### src/rtl/phase_ramp_gen_v3.sv
// phase_ramp_gen_v3: FOG closed-loop phase-ramp generator with gain shift, 2pi wrap and modulation add.
module phase_ramp_gen_v3 #(
  parameter int ACC_W     = 32,
  parameter int OUT_W     = 16,
  parameter int GAIN_W    = 5,
  parameter int GAIN_INIT = 5,
  parameter int CNT_W     = 16
) (
  input  logic                    i_clk,
  input  logic                    i_rst_n,
  input  logic                    i_mod_trig,
  input  logic [1:0]              i_mode,
  input  logic signed [ACC_W-1:0] i_step,
  input  logic signed [OUT_W-1:0] i_mod,
  input  logic [GAIN_W-1:0]       i_gain_sel,
  input  logic [OUT_W-2:0]        i_v2pi,
  output logic signed [OUT_W-1:0] o_phase_ramp,
  output logic signed [OUT_W-1:0] o_ramp,
  output logic                    o_wrap_pos,
  output logic                    o_wrap_neg,
  output logic [CNT_W-1:0]        o_wrap_cnt,
  output logic                    o_trig_drop,
  output logic                    o_busy
);
  typedef enum logic [2:0] {IDLE, SUM, WRAP, OUT, RESCALE} state_t;
  localparam logic signed [ACC_W-1:0] ACC_MAX = {1'b0, {(ACC_W-1){1'b1}}};
  localparam logic signed [ACC_W-1:0] ACC_MIN = {1'b1, {(ACC_W-1){1'b0}}};
  localparam logic signed [OUT_W-1:0] OUT_MAX = {1'b0, {(OUT_W-1){1'b1}}};
  localparam logic signed [OUT_W-1:0] OUT_MIN = {1'b1, {(OUT_W-1){1'b0}}};
  localparam logic [GAIN_W-1:0]       G_MAX   = GAIN_W'(ACC_W - OUT_W);
  localparam logic [GAIN_W-1:0]       G_INIT  = GAIN_W'(GAIN_INIT);

  state_t                  state_q, state_d;
  logic [1:0]              mode_q, mode_p_q, op_mode_q, op_mode_d;
  logic [GAIN_W-1:0]       gain_q, ga_q, ga_d, g, up, dn;
  logic signed [ACC_W-1:0] step_q, step_d, acc_q, acc_d, r, v2, wv, shl, acc_add;
  logic signed [OUT_W-1:0] mod_q, mod_d, ramp_q, ramp_d, phase_q, phase_d, ro, sat_out;
  logic [ACC_W:0]          acc_sum;
  logic [OUT_W:0]          out_sum;
  logic                    wp_q, wp_d, wn_q, wn_d, pos_q, pos_d, neg_q, neg_d;
  logic                    shl_ok, wrap_p, wrap_n, clr;
  logic [CNT_W-1:0]        cnt_q, cnt_d;

  // Gain is clamped so that i_v2pi << g always fits in ACC_W-1 bits.
  assign g       = gain_q > G_MAX ? G_MAX : gain_q;
  assign up      = g - ga_q;
  assign dn      = ga_q - g;
  assign r       = acc_q >>> ga_q;
  assign v2      = $signed({{(ACC_W-OUT_W+1){1'b0}}, i_v2pi});
  assign wv      = v2 <<< ga_q;
  assign wrap_p  = i_v2pi != '0 && r >= v2;
  assign wrap_n  = i_v2pi != '0 && r < -v2;
  assign acc_sum = {acc_q[ACC_W-1], acc_q} + {step_q[ACC_W-1], step_q};
  assign acc_add = (acc_sum[ACC_W] ^ acc_sum[ACC_W-1]) ? (acc_sum[ACC_W] ? ACC_MIN : ACC_MAX) : acc_sum[ACC_W-1:0];
  assign shl     = acc_q <<< up;
  assign shl_ok  = (shl >>> up) == acc_q;
  assign ro      = r[OUT_W-1:0];
  assign out_sum = {ro[OUT_W-1], ro} + {mod_q[OUT_W-1], mod_q};
  assign sat_out = (out_sum[OUT_W] ^ out_sum[OUT_W-1]) ? (out_sum[OUT_W] ? OUT_MIN : OUT_MAX) : out_sum[OUT_W-1:0];
  assign clr     = mode_q == 2'd0 && mode_p_q != 2'd0;

  always_comb begin
    state_d   = state_q;
    ga_d      = ga_q;
    op_mode_d = op_mode_q;
    step_d    = step_q;
    mod_d     = mod_q;
    acc_d     = acc_q;
    wp_d      = wp_q;
    wn_d      = wn_q;
    ramp_d    = ramp_q;
    phase_d   = phase_q;
    pos_d     = 1'b0;
    neg_d     = 1'b0;
    cnt_d     = cnt_q;
    case (state_q)
      IDLE: begin
        if (i_mod_trig) begin
          if (mode_q != 2'd3) begin
            state_d   = SUM;
            op_mode_d = mode_q;
            step_d    = i_step;
            mod_d     = i_mod;
          end
        end else if (g != ga_q) state_d = RESCALE;
      end
      SUM: begin
        acc_d   = op_mode_q == 2'd0 ? '0 : acc_add;
        state_d = WRAP;
      end
      WRAP: begin
        wp_d    = wrap_p;
        wn_d    = !wrap_p && wrap_n;
        acc_d   = wrap_p ? acc_q - wv : wrap_n ? acc_q + wv : acc_q;
        state_d = OUT;
      end
      OUT: begin
        ramp_d  = ro;
        phase_d = op_mode_q == 2'd1 ? sat_out : op_mode_q == 2'd2 ? ro : mod_q;
        pos_d   = wp_q;
        neg_d   = wn_q;
        cnt_d   = cnt_q + CNT_W'(wp_q) - CNT_W'(wn_q);
        state_d = IDLE;
      end
      RESCALE: begin
        acc_d   = g > ga_q ? (shl_ok ? shl : (acc_q[ACC_W-1] ? ACC_MIN : ACC_MAX)) : acc_q >>> dn;
        ga_d    = g;
        state_d = IDLE;
      end
      default: state_d = IDLE;
    endcase
    if (clr) begin
      acc_d  = '0;
      ramp_d = '0;
      cnt_d  = '0;
    end
  end

  always_ff @(posedge i_clk or negedge i_rst_n) begin
    if (!i_rst_n) begin
      state_q   <= IDLE;
      mode_q    <= '0;
      mode_p_q  <= '0;
      gain_q    <= G_INIT;
      ga_q      <= G_INIT;
      op_mode_q <= '0;
      step_q    <= '0;
      mod_q     <= '0;
      acc_q     <= '0;
      wp_q      <= 1'b0;
      wn_q      <= 1'b0;
      ramp_q    <= '0;
      phase_q   <= '0;
      pos_q     <= 1'b0;
      neg_q     <= 1'b0;
      cnt_q     <= '0;
    end else begin
      state_q   <= state_d;
      mode_q    <= i_mode;
      mode_p_q  <= mode_q;
      gain_q    <= i_gain_sel;
      ga_q      <= ga_d;
      op_mode_q <= op_mode_d;
      step_q    <= step_d;
      mod_q     <= mod_d;
      acc_q     <= acc_d;
      wp_q      <= wp_d;
      wn_q      <= wn_d;
      ramp_q    <= ramp_d;
      phase_q   <= phase_d;
      pos_q     <= pos_d;
      neg_q     <= neg_d;
      cnt_q     <= cnt_d;
    end
  end

  assign o_phase_ramp = phase_q;
  assign o_ramp       = ramp_q;
  assign o_wrap_pos   = pos_q;
  assign o_wrap_neg   = neg_q;
  assign o_wrap_cnt   = cnt_q;
  assign o_trig_drop  = i_mod_trig && state_q != IDLE;
  assign o_busy       = state_q != IDLE;
endmodule

### config.mk
export PLATFORM = sky130hd
export DESIGN_NAME = phase_ramp_gen_v3
export DESIGN_NICKNAME = d
export VERILOG_FILES = /design/src/rtl/phase_ramp_gen_v3.sv
export SDC_FILE = /design/constraint.sdc
export NUM_CORES = 1
export LEC_CHECK = 0
export ABC_AREA = 1
export ABC_CLOCK_PERIOD_IN_PS = 7150
export BUFFER_PORTS_ARGS = -buffer_cell sky130_fd_sc_hd__buf_4
export CAP_MARGIN = 40
export CELL_PAD_IN_SITES_DETAIL_PLACEMENT = 0
export CELL_PAD_IN_SITES_GLOBAL_PLACEMENT = 2
export CORE_MARGIN = 10
export CORE_UTILIZATION = 31
export CTS_BUF_LIST = sky130_fd_sc_hd__clkbuf_2 sky130_fd_sc_hd__clkbuf_4 sky130_fd_sc_hd__clkbuf_8
export CTS_CLUSTER_DIAMETER = 50
export DETAILED_ROUTE_END_ITERATION = 6
export PLACE_DENSITY_LB_ADDON = 0.1
export SETUP_SLACK_MARGIN = 0.1
export SKIP_CTS_REPAIR_TIMING = 1
export SLEW_MARGIN = 15
export SYNTH_ARGS = -nofsm -noshare
export SYNTH_HDL_FRONTEND = slang
export SYNTH_SLANG_ARGS = --single-unit
### constraint.sdc
create_clock -name i_clk -period 7.15 [get_ports i_clk]
set_input_delay 0.3575 -clock i_clk [delete_from_list [all_inputs] [get_ports i_clk]]
set_output_delay 0.3575 -clock i_clk [all_outputs]
set_load 0.02 [all_outputs]
==> results by group <==
Routing
  – DR DRC count: 0
  – Number of routed nets with antenna violations: 0
  – DRT Pass-1 Iters: 5
  – Wire per inst: between 20 and 25 um
  – Vias per inst: roughly 5.3
  – Total Wirelength: 106.9 mm
  – Initial DRC Count: around 2400
  – Vias: ~26000

Place
  – RePlAce Congestion: slightly above 0.9
  – Dpl cells: around 4900
  – Dpl hpwl: about 86 mm
  – Port Buffer Count: around 120

Setup path
  – Most common cell on crit path: nand2_1
  – Crit path arrival time: slightly below 7000 ps
  – Delay-heaviest family, CP: simple AND/OR/NAND/NOR gates
  – Crit path max-delay cell type: ha_1
  – FF-to-FF setup slack: around 650 ps
  – Worst R2R Path Depth: 25
  – CP bufs+invs: 4
  – R2r endpoint: acc_q[30]
  – FF-to-FF Start: ga_q[2]
  – Crit. End Element: flip-flop
  – Startpoint class of the critical path: flip-flop
  – CP max FO: just under 70
  – WS Path Type: flip-flop to flip-flop
  – CP peak stage delay: around 760 ps
  – Critical path required time: ~7600 ps

Die
  – Die X: between 200 and 300 um
  – Top-level I/O count: between 100 and 150
  – Core area: slightly above 70000 um^2
  – Initial Util: between 30% and 40%
  – Num rows: around 100
  – Full die area: a little over 80000 um^2
  – Die Y: around 290 um

Clock tree
  – Worst skew pair latency: roughly 550 ps
  – Clock tree from TritonCTS: done
  – CTS H-tree depth: 4
  – Root Driver: clkbuf_8
  – Clk buf depth: 2
  – Clock transition at path regs: ~100 ps
  – Clock tree sinks: ~150
  – Cts bufs inserted: 17

Global route
  – Vias in the first global route: ~25000
  – First-pass GRT wire length: approximately 160 mm
  – Largest net degree at the start of global routing: 71
  – Total GRT Usage: roughly 25%
  – GRT Residual Overflow: 0
  – Initial antenna violation count: 5

Timing
  – Final TNS setup: 0 ps
  – Count of pins over their slew limit: 0
  – Crit share post-route: about 90%
  – Rel. slew slack: a little over two fifths
  – Endpoints failing setup: 0
  – Worst-Margin Slew: between 800 and 900 ps
  – Period minus WS final: roughly 6500 ps
  – Fmax: around 0.15 GHz
  – Fin Clk Skew: 30.24 ps
  – RSZ-0062 raised after global routing: yes
  – Worst Hold Slack: -0.8196 ps
  – Hold Vio Cnt, Final: 1

Synthesis
  – Synth cell count leaders: nand2_1 (1292), nand3_1 (582), inv_1 (337), o21ai_0 (319), nor2_1 (229)
  – Syn Area/Cell: ~5.7 um^2
  – Ys flop type: dfrtp_1
  – Cell with the most instances after synthesis: nand2_1
  – Mapped Cells: 3891
  – Largest cells by area after synthesis: nand2_1 (22%), dfrtp_1 (16%), nand3_1 (13%)
  – Post-synthesis cell type count: 59
  – FF+latch count, synth: 151
  – Dominant cell type by area after synthesis: nand2_1
  – Syn nets: approximately 4100
  – Post-Syn Area: 22330 um^2
  – Top-area cell type share of the netlist area: 21.71%
  – Async SR Flop Fraction: between 90% and 100%
  – Sequential fraction of the synthesis area: 16.94%
  – Yosys Warn Count: 0
  – Post-synth EDFFs: 0

Finish
  – Finished Layout Cells: 4951
  – Reg area: around 3800 um^2
  – Layout Utilization: ~35%
  – Layout cells sized above 1: 9.150%
  – Multi-input logic area: between 15000 and 20000 um^2
  – Fillers: approximately 8300
  – Synth-to-layout area growth: 13.61%
  – Final net count: ~4200

Hold path
  – Worst hold stages: 3
  – Worst Hold Class: primary input to flip-flop
  – Worst Hold End: step_q[0]
  – HP Start: i_step[0]

Status
  – Status: finished with violations
  – Failing checks: negative hold slack

Job
  – Max Cap Viol: 0
## final cells by class
cell class / count / area share, %
Multi-Input combinational cell: 3183 / 64.63
Tap cell: 950 / 4.684
Clock buffer: 20 / 1.060
Clock inverter: 11 / 0.6460
Sequential cell: 151 / 14.93
Inverter: 357 / 5.296
Timing Repair Buffer: 278 / 8.748
Antenna cell: 1 / 0.009862
## worst min-delay path: cells and delay by family
family / cells / cell delay, ps
AND/OR/NAND/NOR: 2 / 80
buffers and inverters: 1 / 70
## layout by cell type, fill, tap and decap left out, types with 5 or more instances in the layout
cell           synthesis  final
a21boi_0               6      6
a21oi_1              210    205
a21oi_2                1      6
a22o_1                 9      9
a31oi_1               25     25
buf_4                  8    250
clkbuf_8               0     20
clkinv_1              10      9
dfrtp_1              147    147
dlygate4sd3_1          0     18
fa_1                   6      5
ha_1                 153    152
inv_1                337    333
inv_2                 10     14
mux2i_1               26     26
nand2_1             1292   1291
nand2_2               11     12
nand3_1              582    582
nand3_2                6      6
nand3b_1               6      6
nand4_1               20     20
nor2_1               229    229
nor3_1                24     22
nor4_1                 5      5
o2111ai_1              6      6
o211ai_1              26     26
o21a_1                 9      9
o21ai_0              319    309
o21ai_1               25     33
o21bai_1              10     10
o221ai_1               6      6
o22ai_1               16     16
o31ai_1                5      5
or2_2                 15     15
xnor2_1               36     35
xor2_1                59     57
## worst max path at each step
stage / start / to / slack [ps] / depth (start not counted)
2_1_floorplan: ga_q[2] / acc_q[21] / 500 / 47
3_3_place_gp: ga_q[0] / acc_q[21] / 290 / 48
4_1_cts: ga_q[0] / acc_q[21] / 120 / 47
5_1_grt: ga_q[2] / acc_q[27] / 130 / 30
3_5_place_dp: ga_q[0] / acc_q[21] / 150 / 43
6_report: ga_q[2] / acc_q[30] / 650 / 25
## metrics by stage
step	worst slack, ps	area [um^2]
finish	649.6	25370
floorplan	503.2	22330
detailed placement	146.1	24670
global placement	291.6	24540
global route	128.2	25370
CTS	118.0	25100
## logic make-up (layout without fill, tap and decap cells)
kind of cell    after synthesis  after routing  synth area share, %
simple gates               2199           2199                41.32
compound gates              700            701                17.37
buf+inv                     558            666                10.10
fa+ha+maj                   159            159                9.109
flops                       151            151                16.94
xor+xnor                     98             98                3.994
mux                          26             26                1.165
other cells                   0              1                    0
## routing by layer
metal  wire (um)  global-route usage, %  vias to the layer above
met4        2945                  7.175                        4
met2       48540                  40.47                      679
met1       49900                  34.28                    12440
met3        5503                  3.576                      135
li1            -                      -                    13110
met5          21                      0                        -
## sequential cells by signal, summed over array words and instances (netlist names), 3 cells and up
register / count
o_phase_ramp: 16
gain_q: 5
o_wrap_cnt: 16
acc_q: 32
ga_q: 5
step_q: 32
o_ramp: 16
mod_q: 16
state_q: 3
Power is not shown: default switching activity piles up to over one toggle a cycle in this logic, so the estimate is an artifact.
